`src/rtl/i2c_pkg.sv`:
```
// i2c_pkg: shared FSM state encoding, SDA selector codes and byte geometry
// for the I2C slave control path.
package i2c_pkg;

    typedef enum logic [3:0] {
        IDLE      = 4'd0,
        ADDR      = 4'd1,
        ADDR_CHK  = 4'd2,
        ACK_ADDR  = 4'd3,
        LOAD      = 4'd4,
        TX        = 4'd5,
        CHK_ACK   = 4'd6,
        ACK_WAIT  = 4'd7,
        RX        = 4'd8,
        RX_DONE   = 4'd9,
        ACK_DATA  = 4'd10,
        WAIT_STOP = 4'd11
    } state_t;

    localparam logic [1:0] SDA_IDLE = 2'b00;
    localparam logic [1:0] SDA_ACK  = 2'b01;
    localparam logic [1:0] SDA_NACK = 2'b10;
    localparam logic [1:0] SDA_TX   = 2'b11;

    localparam logic [3:0] BITS_PER_BYTE = 4'd8;

endpackage

```
`src/rtl/i2c_bit_counter.sv`:
```
// i2c_bit_counter: 4-bit SCL edge counter with synchronous clear that
// saturates at one full byte and flags when the byte is complete.
module i2c_bit_counter
    import i2c_pkg::*;
(
    input  logic       clk,
    input  logic       n_rst,
    input  logic       i_clear,
    input  logic       i_count_en,
    output logic [3:0] o_count,
    output logic       o_done
);

    logic [3:0] r_count;

    always_ff @(posedge clk) begin
        if (!n_rst) begin
            r_count <= 4'd0;
        end else if (i_clear) begin
            r_count <= 4'd0;
        end else if (i_count_en && (r_count != BITS_PER_BYTE)) begin
            r_count <= r_count + 4'd1;
        end
    end

    assign o_count = r_count;
    assign o_done  = (r_count == BITS_PER_BYTE);

endmodule

```
`src/rtl/i2c_slave_ctrl.sv`:
```
// i2c_slave_ctrl: I2C slave control FSM (address compare, ACK/NACK, RX/TX sequencing).
// Build option: define GEN_CALL_EN to also acknowledge the general-call address 8'h00.
module i2c_slave_ctrl
    import i2c_pkg::*;
#(
    parameter logic [6:0] SLAVE_ADDR = 7'b1111000
) (
    input  logic       clk,
    input  logic       n_rst,
    input  logic       start_found,
    input  logic       stop_found,
    input  logic       rising_edge_found,
    input  logic       falling_edge_found,
    input  logic       sda_in,
    input  logic [7:0] rx_byte,
    input  logic       tx_fifo_empty,
    output logic [1:0] sda_mode,
    output logic       rx_enable,
    output logic       tx_enable,
    output logic       load_data,
    output logic       read_enable,
    output logic       rx_write,
    output logic       busy
);

    state_t     r_state;
    state_t     w_next;
    logic [1:0] r_sda_mode;
    logic [1:0] w_sda_next;
    logic       r_rx_enable;
    logic       r_tx_enable;
    logic       r_load_data;
    logic       r_rx_write;
    logic       r_busy;
    logic       w_load_next;
    logic       w_rx_write_next;
    logic       w_nack;
    logic       w_rise;
    logic       w_fall;
    logic       w_cnt_en;
    logic       w_clear;
    logic       w_last;
    logic       w_addr_match;
    logic [3:0] w_count;
    logic       w_done;

    // SCL edges lose to a coincident START/STOP.
    assign w_rise   = rising_edge_found && !start_found && !stop_found;
    assign w_fall   = falling_edge_found && !start_found && !stop_found;
    assign w_cnt_en = ((r_state == ADDR) || (r_state == RX)) ? w_rise :
                      (r_state == TX) ? w_fall : 1'b0;
    assign w_clear  = (w_next != r_state) || start_found || stop_found;
    assign w_last   = w_done || (w_cnt_en && (w_count == (BITS_PER_BYTE - 4'd1)));

`ifdef GEN_CALL_EN
    assign w_addr_match = (rx_byte[7:1] == SLAVE_ADDR) || (rx_byte == 8'h00);
`else
    assign w_addr_match = (rx_byte[7:1] == SLAVE_ADDR);
`endif

    i2c_bit_counter u_bit_counter (
        .clk        (clk),
        .n_rst      (n_rst),
        .i_clear    (w_clear),
        .i_count_en (w_cnt_en),
        .o_count    (w_count),
        .o_done     (w_done)
    );

    always_comb begin
        w_next          = r_state;
        w_load_next     = 1'b0;
        w_rx_write_next = 1'b0;
        w_nack          = 1'b0;
        w_sda_next      = SDA_IDLE;
        if (stop_found) begin
            w_next = IDLE;
        end else if (start_found) begin
            w_next = ADDR;
        end else begin
            case (r_state)
                IDLE:      w_next = IDLE;
                ADDR:      if (w_last) w_next = ADDR_CHK;
                ADDR_CHK:  if (w_fall) w_next = w_addr_match ? ACK_ADDR : WAIT_STOP;
                // A general call carries R/W=0, so it naturally takes the write path.
                ACK_ADDR:  if (w_fall) w_next = rx_byte[0] ? LOAD : RX;
                LOAD: begin
                    if (!tx_fifo_empty) begin
                        w_next      = TX;
                        w_load_next = 1'b1;
                    end else begin
                        w_next = WAIT_STOP;
                        w_nack = 1'b1;
                    end
                end
                TX:        if (w_last) w_next = CHK_ACK;
                CHK_ACK:   if (w_rise) w_next = sda_in ? WAIT_STOP : ACK_WAIT;
                ACK_WAIT:  if (w_fall) w_next = LOAD;
                RX:        if (w_last) w_next = RX_DONE;
                RX_DONE: begin
                    if (w_fall) begin
                        w_next          = ACK_DATA;
                        w_rx_write_next = 1'b1;
                    end
                end
                ACK_DATA:  if (w_fall) w_next = RX;
                // A NACK raised on an empty FIFO is held for one SCL window.
                WAIT_STOP: w_nack = (r_sda_mode == SDA_NACK) && !w_fall;
                default:   w_next = IDLE;
            endcase
        end
        case (w_next)
            ACK_ADDR, ACK_DATA: w_sda_next = SDA_ACK;
            TX:                 w_sda_next = SDA_TX;
            default:            w_sda_next = SDA_IDLE;
        endcase
        if (w_nack) begin
            w_sda_next = SDA_NACK;
        end
    end

    always_ff @(posedge clk) begin
        if (!n_rst) begin
            r_state     <= IDLE;
            r_sda_mode  <= SDA_IDLE;
            r_rx_enable <= 1'b0;
            r_tx_enable <= 1'b0;
            r_load_data <= 1'b0;
            r_rx_write  <= 1'b0;
            r_busy      <= 1'b0;
        end else begin
            r_state     <= w_next;
            r_sda_mode  <= w_sda_next;
            r_rx_enable <= (w_next == ADDR) || (w_next == RX);
            r_tx_enable <= (w_next == TX);
            r_load_data <= w_load_next;
            r_rx_write  <= w_rx_write_next;
            r_busy      <= (w_next != IDLE);
        end
    end

    assign sda_mode    = r_sda_mode;
    assign rx_enable   = r_rx_enable;
    assign tx_enable   = r_tx_enable;
    assign load_data   = r_load_data;
    assign read_enable = r_load_data;
    assign rx_write    = r_rx_write;
    assign busy        = r_busy;

endmodule

```
`config.mk`:
```
export PLATFORM = sky130hd
export DESIGN_NAME = i2c_slave_ctrl
export DESIGN_NICKNAME = d
export VERILOG_FILES = /design/src/rtl/i2c_pkg.sv /design/src/rtl/i2c_bit_counter.sv /design/src/rtl/i2c_slave_ctrl.sv
export SDC_FILE = /design/constraint.sdc
export NUM_CORES = 1
export LEC_CHECK = 0
export ABC_AREA = 1
export ABC_CLOCK_PERIOD_IN_PS = 1600
export BUFFER_PORTS_ARGS = -buffer_cell sky130_fd_sc_hd__buf_2
export CAP_MARGIN = 20
export CORE_AREA = 2 2 70 59
export CTS_CLUSTER_SIZE = 24
export DETAILED_ROUTE_END_ITERATION = 8
export DIE_AREA = 0 0 72 61
export PLACE_DENSITY = 0.5
export REMOVE_ABC_BUFFERS = 1
export SYNTH_ARGS = -nofsm -noshare
export SYNTH_HDL_FRONTEND = slang
export SYNTH_SLANG_ARGS = --single-unit
```
`constraint.sdc`:
```
create_clock -name clk -period 1.6 [get_ports clk]
set_input_delay 0 -clock clk [delete_from_list [all_inputs] [get_ports clk]]
set_output_delay 0 -clock clk [all_outputs]
set_load 0.005 [all_outputs]
```
Word level (Yosys, flattened, before mapping)

Cells that the tools add are included.

Logic and storage cells: 82
Flip-flop bits (word level): 15
Bits of input ports: 16
Output and inout bits: 8

Add/sub/neg operators: 1
Eq/ne operators: 22
Reductions and logical operators: 21
Multiplexer cells: 26
Bitwise logic cells: 3

Operator list:

| cell                                                             | number |
|---|---|
| 4-bit two-way mux                                                | 15 |
| 4-bit one-hot mux with 11 select lines                           | 1 |
| 4-bit == test (second input constant)                            | 7 |
| 4-bit by 3-bit == test with 1-bit output (second input constant) | 6 |
| 4-bit by 2-bit == test with 1-bit output (second input constant) | 3 |
| 4-bit by 1-bit == test with 1-bit output (second input constant) | 2 |
| 4-bit OR reduction                                               | 2 |
| 7-bit == test (second input constant)                            | 1 |
| 1-bit logical AND                                                | 7 |
| 1-bit two-way mux                                                | 7 |
| 2-bit OR reduction                                               | 3 |
| 1-bit logical OR                                                 | 5 |
| 4-bit by 1-bit adder with 4-bit output (second input constant)   | 1 |
| 4-bit inequality test                                            | 1 |
| 4-bit inequality test (second input constant)                    | 1 |
| 2-bit one-hot mux with 2 select lines                            | 1 |
| 4-bit nonzero test                                               | 1 |
| 1-bit logical NOT                                                | 3 |
| 1-bit NOT                                                        | 3 |
| 2-bit == test (second input constant)                            | 1 |
| 2-bit two-way mux                                                | 1 |
| 1-bit one-hot mux with 2 select lines                            | 1 |

Depth between registers and ports, before layout

Word-level depth: 15
Mapped depth: 16
Gate-level depth less buffers: 16

Modules after synthesis

Synthesis repeated with hierarchy kept, for this count alone.

Cell total of the unflattened synthesis: 169
Area, all modules: 1117.3 um^2

By module, submodules not included:

| module          | instances | cells each | area each (um^2) | sequential area each (um^2) |
|---|---|---|---|---|
| i2c_slave_ctrl  | 1         | 136        | 885.8            | 220.2 |
| i2c_bit_counter | 1         | 33         | 231.5            | 80.1 |

Least setup slack after synthesis

Ideal clock, no wire load.

Kind: reg2reg
Start point: reg r_state[3]
End point: reg u_bit_counter.r_count[0], in the netlist u_bit_counter.o_count[0]
Data required time: 1.535 ns
Period minus slack after synthesis: 1.545 ns
Slack: 0.055 ns
Setup time: 0.065 ns
Buffers on the path: 0
Data arrival time: 1.480 ns
Stages on the path, launching flop included: 11
Path through: dfxtp_1 > inv_2 > nor2_4 > inv_1 > a31oi_4 > nand2_1 > nand2_1 > nand3_1 > a21oi_4 > nand3_2 > nor2_1

Cells in the longest elaborated chain, start to end: 13
Elaborated cells between the ends (all ways): 33
Those cells by class: eq/ne: 12; mux: 14; reduce/logical: 7

RTL lines:

| element                                                          | line                                                             | RTL |
|---|---|---|
| from (decl)                                                      | i2c_slave_ctrl.sv:26                                             | `state_t r_state;` |
| from (signal assigned)                                           | i2c_slave_ctrl.sv:132                                            | `r_state <= w_next;` |
| 4-bit by 3-bit == test with 1-bit output (tied with other cells) | i2c_slave_ctrl.sv:51, i2c_slave_ctrl.sv:81                       |  |
| 1-bit two-way mux or 1-bit logical OR (tied branches)            | i2c_slave_ctrl.sv:51, i2c_slave_ctrl.sv:50                       |  |
| 1-bit two-way mux                                                | i2c_slave_ctrl.sv:50                                             | `assign w_cnt_en = ((r_state == ADDR) \|\| (r_state == RX)) ? w_rise :` |
| 1-bit logical AND                                                | i2c_slave_ctrl.sv:53                                             | `assign w_last = w_done \|\| (w_cnt_en && (w_count == (BITS_PER_BYTE - 4'd1)));` |
| 1-bit logical OR                                                 | i2c_slave_ctrl.sv:53                                             |  |
| 4-bit two-way mux, on equally long branches                      | i2c_slave_ctrl.sv:99, i2c_slave_ctrl.sv:83, i2c_slave_ctrl.sv:96 |  |
| 4-bit one-hot mux with 11 select lines                           | i2c_slave_ctrl.sv:81                                             | `case (r_state)` |
| 4-bit two-way mux                                                | i2c_slave_ctrl.sv:78                                             | `end else if (start_found) begin` |
| 4-bit two-way mux                                                | i2c_slave_ctrl.sv:76                                             | `if (stop_found) begin` |
| 4-bit inequality test                                            | i2c_slave_ctrl.sv:52                                             | `assign w_clear = (w_next != r_state) \|\| start_found \|\| stop_found;` |
| 1-bit logical OR (2 in a row)                                    | i2c_slave_ctrl.sv:52                                             |  |
| 2-bit OR reduction (no source line)                              | n/a                                                              |  |
| to (signal assigned)                                             | i2c_bit_counter.sv:22                                            | `r_count <= r_count + 4'd1;` |
| to (decl)                                                        | i2c_bit_counter.sv:14                                            | `logic [3:0] r_count;` |

Parallel ways exist; a longest one is shown, timed or not.
A chain may end at the register's enable or synchronous reset.

Final worst setup path

Start point: reg r_state[3]
End point: reg u_bit_counter.r_count[2], in the netlist u_bit_counter.o_count[2]

Same word-level chain as after synthesis.

==> results.sh <==
export IMPL_status="finished with violations"
export IMPL_violations="negative setup slack"
export IMPL_drive_gt1_share_pct=48.07
export IMPL_r2r_end="u_bit_counter.o_count[2]"
export IMPL_area_delta_synth_final_pct=57.31
export IMPL_coreArea_um2=3679
export IMPL_yosysWarnings=0
export IMPL_wl_per_cell_um=10.97
export IMPL_finalSetupTns_ps=-760.1
export IMPL_tritoncts="done"
export IMPL_hold_depth=5
export IMPL_period_minus_slack_ps=1714
export IMPL_ys_types=26
export IMPL_grt_pass1_wl_mm=5.030
export IMPL_drt_iter0_drc=60
export IMPL_worstPathRequired_ps=1790
export IMPL_power_uw=791.6
export IMPL_report_final_hold_viol_count=0
export IMPL_fin_util_pct=45.37
export IMPL_path_cells="inv_4 -> nand2_2 -> nor2_1 -> buf_4 -> nand2_1 -> nand4_1 -> nand2_2 -> nand2_1 -> nand3_1 -> a21oi_4 -> nand3_4 -> nor2_2"
export IMPL_via_per_inst=4.401
export IMPL_crit_path_max_fanout=4
export IMPL_grt_pass1_vias=1123
export IMPL_yosys_area_share_simple_pct=43.87
export IMPL_crit_path_top_delay_cell="dfxtp_4"
export IMPL_reg2reg_slack_ps=-110
export IMPL_synth_compound_area_share_pct=10.85
export IMPL_numCtsBuffers=3
export IMPL_report_final_slew_viol_count=0
export IMPL_use_met2_pct=23.94
export IMPL_clk_latency_ps=250
export IMPL_grt_util_all_layers_pct=15.06
export IMPL_slew_headroom_pct=75.94
export IMPL_vias=1219
export IMPL_numPortBuffers=23
export IMPL_r2r_start="r_state[3]"
export IMPL_met3_usage_pct=3.654
export IMPL_start_kind="register"
export IMPL_clockRootBuffer="clkbuf_8"
export IMPL_synthMuxAreaShare_pct=0
export IMPL_grt_util_met1_pct=21.26
export IMPL_clock_path_buffers=2
export IMPL_fmax_mhz=583.6
export IMPL_fp_row_count=20
export IMPL_synth_seq_cells=15
export IMPL_synth_top_area_share_pct=28.30
export IMPL_wirelength_mm=3.040
export IMPL_holdWs_ps=165.9
export IMPL_rsz0062_at_grt="true"
export IMPL_seq_area_frac_synth_pct=28.30
export IMPL_antenna_found_initial=0
export IMPL_dr_pass1_iters=4
export IMPL_crit_arrival_ps=1900
export IMPL_drv_cap=0
export IMPL_n_antenna_cell=0
export IMPL_hold_end="load_data"
export IMPL_final_cell_mix="buf_4 (40), nand2_1 (38), buf_2 (23)"
export IMPL_slowest_delay_ps=360
export IMPL_hold_start="tx_fifo_empty"
export IMPL_synth_area_leaders="dfxtp_1 (28%), nand2_1 (15%), nor2_1 (9.6%)"
export IMPL_die_area_um2=4392
export IMPL_r2r_cells=12
export IMPL_grt_max_degree=10
export IMPL_clock_sinks=15
export IMPL_synth_cells=167
export IMPL_p_leak_uw=0.0008772
export IMPL_hold_class="in2reg"
export IMPL_initial_core_util_pct=28.84
export IMPL_gp_congestion=0.9271
export IMPL_synth_top_area_cell="dfxtp_1"
export IMPL_worstSetupPathType="reg2reg"
export IMPL_post_route_period_util_pct=107.1
export IMPL_htreeDepth=1
export IMPL_cp_end_kind="register"
export IMPL_worst_slack_ps=-113.5
export IMPL_final_setup_viol_count=11
export IMPL_synth_adder_area_share_pct=2.358
export IMPL_worst_pin_slew_ps=360.4
export IMPL_synth_xor_area_share_pct=2.476
export IMPL_ir_drop_v=0.0005348
export IMPL_final_common_cell="buf_4"
export IMPL_io_pins=24
export IMPL_dp_hpwl_mm=2.384
export IMPL_synth_top_family_by_area="simple AND/OR/NAND/NOR gates"
export IMPL_grt_overflow_total=0
export IMPL_pre_cts_ws_ps=-148.5
export IMPL_synth_area_per_cell_um2=6.353
export IMPL_path_clk_slew_ps=70
export IMPL_final_setup_skew_ps=6.930
export IMPL_die_width_um=72
export IMPL_final_antenna_net_count=0
export IMPL_syn_area_um2=1061
export IMPL_grt_busiest_layer="met2"
export IMPL_finalNetCount=252
export IMPL_drcViolationCount=0
export IMPL_cellPowerDensity_nw_per_um2=474.3
export IMPL_die_y_um=61
## cell type report
cell class	count	area [um2]
tap	44	55.05
clock buffer	3	41.29
timing repair buffer	64	425.4
sequential	15	312.8
multi-input combinational	121	713.2
fill	376	2009
clock inverter	1	5.005
inverter	29	116.4
## cells in the mapped netlist, drive strengths merged
master  instances
a21boi          1
a31oi           1
clkinv          1
o21ai           5
inv            28
nand3          14
nor2           31
buf             2
a21oi           6
nand2          50
nor4            1
and3            1
ha              2
dfxtp          15
nor3            1
nand4           4
o221ai          1
xor2            3
## routing by layer
| metal | wire length [um] | up-vias |
|---|---|---|
| li1 | - | 654 |
| met1 | 1491 | 535 |
| met2 | 1387 | 28 |
| met3 | 152 | 2 |
| met4 | 9 | 0 |
| met5 | 0 | - |
## worst max-delay path by stage
stage                           from                        to
after floorplan           r_state[1]  u_bit_counter.o_count[0]
after global placement    r_state[1]               sda_mode[1]
after detailed placement  r_state[1]  u_bit_counter.o_count[0]
after CTS                 r_state[3]  u_bit_counter.o_count[0]
after global routing      r_state[3]  u_bit_counter.o_count[2]
final                     r_state[3]  u_bit_counter.o_count[2]
## timing repair
| item | 4_1_cts | 5_1_grt |
|---|---|---|
| pin swaps | 9 | 13 |
| hold buffers | 1 | 0 |
| endpoints found under the hold margin | 1 | 0 |
| resized for setup | 19 | 16 |
| endpoints found under the setup margin | 11 | 11 |
| setup buffers | 2 | 4 |
## state kept, by name, indices dropped and copies added, names as in the netlist
register	count
load_data	1
r_state	4
rx_write	1
rx_enable	1
sda_mode	2
busy	1
u_bit_counter.o_count	4
tx_enable	1
## report_power, final
group	internal [uW]	switching, uW	total (uW)
combinational	45.2	54.1	99.3
sequential	373	3.08	376
clock	173	144	316
## worst max-delay path: cells and delay by family, from the launching register on
| kind | cells | cell delay (ps) |
|---|---|---|
| AND/OR/NAND/NOR | 9 | 900 |
| flip-flops | 1 | 360 |
| buffers and inverters | 2 | 220 |
| AO/OA/AOI/OAI | 1 | 160 |
## kinds of logic after synthesis
group / Yosys count
AND/OR/NAND/NOR: 102
adder cells (fa/ha/maj): 2
AO/OA/AOI/OAI: 14
XOR/XNOR: 3
buffers and inverters: 31
flip-flops: 15
## stage by stage
step	instances	area, um2
floorplan	165	1042
global placement	266	1468
detailed placement	266	1468
CTS	273	1587
global route	277	1669
finish	277	1669
Power figures use the tool's default switching activity.
